<file path="config.mk">
export PLATFORM = sky130hd
export DESIGN_NAME = uart_receiver_flat
export DESIGN_NICKNAME = d
export VERILOG_FILES = /design/src/rtl/uart_receiver_if.sv /design/src/rtl/uart_receiver.sv /design/src/flat_wrapper.sv
export SDC_FILE = /design/constraint.sdc
export NUM_CORES = 1
export LEC_CHECK = 0
export ABC_AREA = 1
export CAP_MARGIN = 10
export CORE_MARGIN = 2
export CORE_UTILIZATION = 50
export CTS_BUF_LIST = sky130_fd_sc_hd__clkbuf_8
export DETAILED_ROUTE_END_ITERATION = 7
export PLACE_DENSITY_LB_ADDON = 0.25
export SETUP_SLACK_MARGIN = 0.15
export SLEW_MARGIN = 20
export SYNTH_ARGS = -nofsm -noshare
export SYNTH_HDL_FRONTEND = slang
export SYNTH_SLANG_ARGS = --single-unit
</file>
<file path="constraint.sdc">
create_clock -name clk -period 4.02 [get_ports clk]
set_clock_uncertainty 0.1 [all_clocks]
set_input_delay 0.603 -clock clk [delete_from_list [all_inputs] [get_ports clk]]
set_output_delay 0.603 -clock clk [all_outputs]
set_load 0.01 [all_outputs]
</file>
<file path="src/rtl/uart_receiver_if.sv">
// uart_receiver_if: serial line plus parallel receive side of the UART.
// master = receiver (drives RX_*/FRAME_ERR), slave = line driver/consumer.
interface uart_receiver_if;
  logic       UART_RX;
  logic [7:0] RX_DATA;
  logic       RX_STATUS;
  logic       RX_BUSY;
  logic       FRAME_ERR;

  modport master (
    input  UART_RX,
    output RX_DATA,
    output RX_STATUS,
    output RX_BUSY,
    output FRAME_ERR
  );

  modport slave (
    output UART_RX,
    input  RX_DATA,
    input  RX_STATUS,
    input  RX_BUSY,
    input  FRAME_ERR
  );
endinterface

</file>
<file path="src/rtl/uart_receiver.sv">
// uart_receiver: 8N1 UART receiver, oversampled, 2-of-3 vote per bit.
// Ports: clk, rst_n (async, active low), bus (uart_receiver_if.master).
module uart_receiver #(
  parameter int CLK_FREQ   = 50_000_000,
  parameter int BAUD       = 9600,
  parameter int OVERSAMPLE = 16
) (
  input logic             clk,
  input logic             rst_n,
  uart_receiver_if.master bus
);

  localparam int DIV = CLK_FREQ / (BAUD * OVERSAMPLE);
  localparam int DW  = (DIV < 2) ? 1 : $clog2(DIV);
  localparam int TW  = $clog2(OVERSAMPLE);

  localparam logic [DW-1:0] DIV_LAST = DW'(DIV - 1);
  // A tick with tcnt = k is the (k+1)-th tick after state entry.
  // Start vote centres one tick ahead so every later window,
  // including the stop bit, sits on or just before the bit centre.
  localparam logic [TW-1:0] START_EVAL = TW'(OVERSAMPLE / 2 - 1);
  localparam logic [TW-1:0] BIT_EVAL   = TW'(OVERSAMPLE - 1);

  if (DIV < 2) begin : g_div_chk
    $error("uart_receiver: DIV must be >= 2");
  end
  if (OVERSAMPLE < 8 || (OVERSAMPLE % 2) != 0) begin : g_os_chk
    $error("uart_receiver: OVERSAMPLE must be even and >= 8");
  end

  typedef enum logic [2:0] {
    S_IDLE, S_START, S_DATA, S_STOP, S_WAIT_HIGH
  } state_t;

  state_t        state, state_nxt;
  logic          rx_m, rx_s;
  logic [DW-1:0] div_cnt;
  logic          tick;
  logic [TW-1:0] tcnt;
  logic [TW-1:0] eval_pt;
  logic          samp_a, samp_b, eval;
  logic          s_a, s_b, vote;
  logic [2:0]    bit_idx;
  logic [7:0]    shift;
  logic          shift_en, load, ferr_set;
  logic [7:0]    rx_data;
  logic          rx_status, frame_err;

  always_ff @(posedge clk or negedge rst_n) begin
    if (!rst_n) begin
      rx_m <= 1'b1;
      rx_s <= 1'b1;
    end else begin
      rx_m <= bus.UART_RX;
      rx_s <= rx_m;
    end
  end

  assign tick = (div_cnt == DIV_LAST);

  always_ff @(posedge clk or negedge rst_n) begin
    if (!rst_n)    div_cnt <= '0;
    else if (tick) div_cnt <= '0;
    else           div_cnt <= div_cnt + DW'(1);
  end

  assign eval_pt = (state == S_START) ? START_EVAL : BIT_EVAL;
  assign samp_a  = tick && (tcnt == eval_pt - TW'(2));
  assign samp_b  = tick && (tcnt == eval_pt - TW'(1));
  assign eval    = tick && (tcnt == eval_pt);
  // Third sample is the live rx_s on the evaluating tick.
  assign vote    = (s_a & s_b) | (s_a & rx_s) | (s_b & rx_s);

  always_comb begin
    state_nxt = state;
    shift_en  = 1'b0;
    load      = 1'b0;
    ferr_set  = 1'b0;
    unique case (state)
      S_IDLE: begin
        if (tick && !rx_s) state_nxt = S_START;
      end
      S_START: begin
        if (eval) state_nxt = vote ? S_IDLE : S_DATA;
      end
      S_DATA: begin
        if (eval) begin
          shift_en = 1'b1;
          if (bit_idx == 3'd7) state_nxt = S_STOP;
        end
      end
      S_STOP: begin
        if (eval) begin
          if (vote) begin
            load      = 1'b1;
            state_nxt = S_IDLE;
          end else begin
            ferr_set  = 1'b1;
            state_nxt = S_WAIT_HIGH;
          end
        end
      end
      S_WAIT_HIGH: begin
        if (tick && rx_s) state_nxt = S_IDLE;
      end
      default: state_nxt = S_IDLE;
    endcase
  end

  always_ff @(posedge clk or negedge rst_n) begin
    if (!rst_n) begin
      state   <= S_IDLE;
      tcnt    <= '0;
      bit_idx <= '0;
    end else begin
      state <= state_nxt;
      // DATA -> STOP clears on the same tick tcnt would wrap,
      // so the stop bit keeps the data bit cadence.
      if (state_nxt != state) begin
        tcnt    <= '0;
        bit_idx <= '0;
      end else begin
        if (tick)     tcnt    <= tcnt + TW'(1);
        if (shift_en) bit_idx <= bit_idx + 3'd1;
      end
    end
  end

  always_ff @(posedge clk or negedge rst_n) begin
    if (!rst_n) begin
      s_a   <= 1'b1;
      s_b   <= 1'b1;
      shift <= '0;
    end else begin
      if (samp_a)   s_a   <= rx_s;
      if (samp_b)   s_b   <= rx_s;
      if (shift_en) shift <= {vote, shift[7:1]};
    end
  end

  always_ff @(posedge clk or negedge rst_n) begin
    if (!rst_n) begin
      rx_data   <= '0;
      rx_status <= 1'b0;
      frame_err <= 1'b0;
    end else begin
      rx_status <= load;
      frame_err <= ferr_set;
      if (load) rx_data <= shift;
    end
  end

  assign bus.RX_DATA   = rx_data;
  assign bus.RX_STATUS = rx_status;
  assign bus.FRAME_ERR = frame_err;
  assign bus.RX_BUSY   = (state != S_IDLE);

endmodule

</file>
<file path="src/flat_wrapper.sv">
// flat-port wrapper written by rule: the top's interface ports become plain ports
module uart_receiver_flat 
#(
  parameter int CLK_FREQ   = 50_000_000,
  parameter int BAUD       = 9600,
  parameter int OVERSAMPLE = 16
)
  (clk, rst_n, bus_UART_RX, bus_RX_DATA, bus_RX_STATUS, bus_RX_BUSY, bus_FRAME_ERR);
  uart_receiver_if bus_i ();
  input logic clk;
  input logic rst_n;
  input wire logic [$bits(bus_i.UART_RX)-1:0] bus_UART_RX;
  output wire logic [$bits(bus_i.RX_DATA)-1:0] bus_RX_DATA;
  output wire logic [$bits(bus_i.RX_STATUS)-1:0] bus_RX_STATUS;
  output wire logic [$bits(bus_i.RX_BUSY)-1:0] bus_RX_BUSY;
  output wire logic [$bits(bus_i.FRAME_ERR)-1:0] bus_FRAME_ERR;
  assign bus_i.UART_RX = bus_UART_RX;
  assign bus_RX_DATA = bus_i.RX_DATA;
  assign bus_RX_STATUS = bus_i.RX_STATUS;
  assign bus_RX_BUSY = bus_i.RX_BUSY;
  assign bus_FRAME_ERR = bus_i.FRAME_ERR;
  uart_receiver #(.CLK_FREQ(CLK_FREQ), .BAUD(BAUD), .OVERSAMPLE(OVERSAMPLE)) u_core (.clk(clk), .rst_n(rst_n), .bus(bus_i));
endmodule
</file>
==> results.sh <==
export IMPL_coreArea_sq_um=3720
export IMPL_grt_pass1_vias=1327
export IMPL_fp_dieArea_sq_um=4460
export IMPL_worstPathArrival_ps=1500
export IMPL_die_h_um=66.8
export IMPL_place_hpwl_mm=2.27
export IMPL_drt_pass1_iter_count=4
export IMPL_io_pins=14
export IMPL_ys_seq_elements=41
export IMPL_cts_sinks=41
export IMPL_cts_resized=0
export IMPL_worst_setup_path_start_kind="register"
export IMPL_syn_avg_cell_area_sq_um=9.21
export IMPL_post_cts_buffers=0
export IMPL_seq_area_frac_synth_pct=52.3
export IMPL_worst_ep_required_time_ps=3320
export IMPL_hp_class="register to register"
export IMPL_r2r_end="u_core.bit_idx[0]"
export IMPL_cts_path_max_buffers=2
export IMPL_tightest_slew_ps=868
export IMPL_wl_per_cell_um=11.1
export IMPL_critPathKind="register to primary output"
export IMPL_finish_utilization_pct=59.7
export IMPL_cts_tree="done"
export IMPL_finalCritPeriodShare_pct=54.8
export IMPL_insertion_delay_ps=290
export IMPL_clock_fmax_mhz=454
export IMPL_critical_path_max_fanout=4
export IMPL_crit_start="u_core.state[1]"
export IMPL_h_tree_depth=2
export IMPL_antenna_cells=0
export IMPL_drive_gt1_share_pct=15.9
export IMPL_totalWireLength_mm=3.11
export IMPL_ff2ff_path_depth=11
export IMPL_start_util_pct=53.0
export IMPL_final_common_cell="nand2_1"
export IMPL_cts_buffers=5
export IMPL_yosysUniqueCellTypes=30
export IMPL_setup_viol=0
export IMPL_ff2ff_setup_slack_ps=2030
export IMPL_syn_area_sq_um=1970
export IMPL_irDropWorstVdd_uv=173
export IMPL_rows=22
export IMPL_slew_viol_final=0
export IMPL_antenna_found_initial=0
export IMPL_chipWidth_um=66.8
export IMPL_ys_warnings_count=0
export IMPL_place_congestion=0.785
export IMPL_hold_viol_final=0
export IMPL_drc_errors=0
export IMPL_grt_start_max_net_pins=42
export IMPL_syn_nets=224
export IMPL_cellLeakagePower_uw=0.00104
export IMPL_max_slew_margin_pct=42.1
export IMPL_post_drt_via_cell_ratio=4.82
export IMPL_grt_pass1_wl_mm=5.72
export IMPL_reg2reg_from="u_core.div_cnt[0]"
export IMPL_final_cell_mix="40 x nand2_1, 37 x dfrtp_1, 34 x inv_1"
export IMPL_setup_worst_path_end="bus_RX_BUSY"
export IMPL_grt_setup_unrepaired="false"
export IMPL_holdBufCountCts=0
export IMPL_tns_ps=0
export IMPL_area_growth_syn_to_layout_pct=12.6
export IMPL_portBuffers=13
export IMPL_clkTransAtPathRegs_ps=70
export IMPL_overflow=0
export IMPL_critPathCaptureType="primary output"
export IMPL_vias=1350
export IMPL_status="completed"
export IMPL_ant_nets=0
export IMPL_final_nets=241
export IMPL_min_period_ps=2200
export IMPL_drtIter0Drc=118
export IMPL_syn_inst=214
export IMPL_cts_root_buf="clkbuf_8"
export IMPL_p_per_area_nw_per_um2=307
export IMPL_drv_cap=0
export IMPL_grt_util_all_layers_pct=17.1
==> worst min path at each step <==
stage                start           endpoint  slack, ps  cells past startpoint
2_1_floorplan        rst_n  u_core.bit_idx[0]        210                      0
3_3_place_gp   u_core.rx_m        u_core.rx_s        250                      0
3_5_place_dp   u_core.rx_m        u_core.rx_s        250                      0
4_1_cts        u_core.rx_m        u_core.rx_s        260                      0
5_1_grt        u_core.rx_m        u_core.rx_s        260                      0
6_report       u_core.rx_m        u_core.rx_s        260                      0
==> cells in the mapped netlist (all sizes together) <==
cell    number  area [sq um]
o21a         1          7.51
or2          1          6.26
dfrtp       37           926
a32o         1          10.0
nand4        4          25.0
o21ai       21           131
o211ai       2          15.0
nor3         5          25.0
ha           7          87.6
dfstp        4           105
nand2       46           193
nand3       14          87.6
inv         36           135
nor3b        1          7.51
a21oi        5          25.0
a31oi        1          6.26
buf          3          23.8
nor2        20           110
xor2         5          43.8
==> layer usage <==
layer	routed length, um	track usage (%)
met4	43	6.89
met5	0	0
met2	1350	26.3
met3	113	4.90
met1	1600	22.7
==> cell type report <==
cell class	count	area, sq um
clock inverter	3	17.5
fill	331	1500
multi-input combinational	134	781
sequential	41	1030
timing repair buffer	13	125
tap	48	60.1
clock buffer	5	68.8
inverter	36	135
==> power by group <==
group | leakage (uW) | switching, uW | internal [uW]
logic | 0.000451 | 8.11 | 1.40
registers | 0.000544 | 0.443 | 414
clock network | 0.0000439 | 138 | 120
total | 0.00104 | 147 | 535
==> critical path: stages (launching register included) <==
cell and delay [ps]:
dfrtp_1 410, nor2_1 230, nand2_1 80, clkdlybuf4s50_1 500
==> registers in the layout, summed over array words and instances (netlist names) <==
signal and count:
u_core.div_cnt 9, u_core.rx_s 1, u_core.s_b 1, u_core.bus.RX_DATA 8, u_core.tcnt 4, u_core.bus.RX_STATUS 1, u_core.state 3, u_core.s_a 1
u_core.shift 8, u_core.bus.FRAME_ERR 1, u_core.rx_m 1, u_core.bit_idx 3
==> through the flow <==
step	setup slack (ps)	std cells	power, uW	hold WS [ps]	area (sq um)
finish	1820	280	682	257	2220
global route	1710	280	712	263	2220
CTS	1790	280	695	258	2220
detailed placement	2040	272	433	247	2130
global placement	2110	272	433	246	2130
floorplan	2270	214	423	207	1970
==> kinds of logic (layout without fill, tap and decap cells) <==
logic type,count (synthesis),count (layout),share of synthesized area [%]
buf+inv,39,57,8.06
compound gates,31,31,9.90
fa+ha+maj,7,7,4.44
flops,41,41,52.3
xor+xnor,5,5,2.22
simple gates,91,91,23.0
Power figures use the tool's default switching activity.
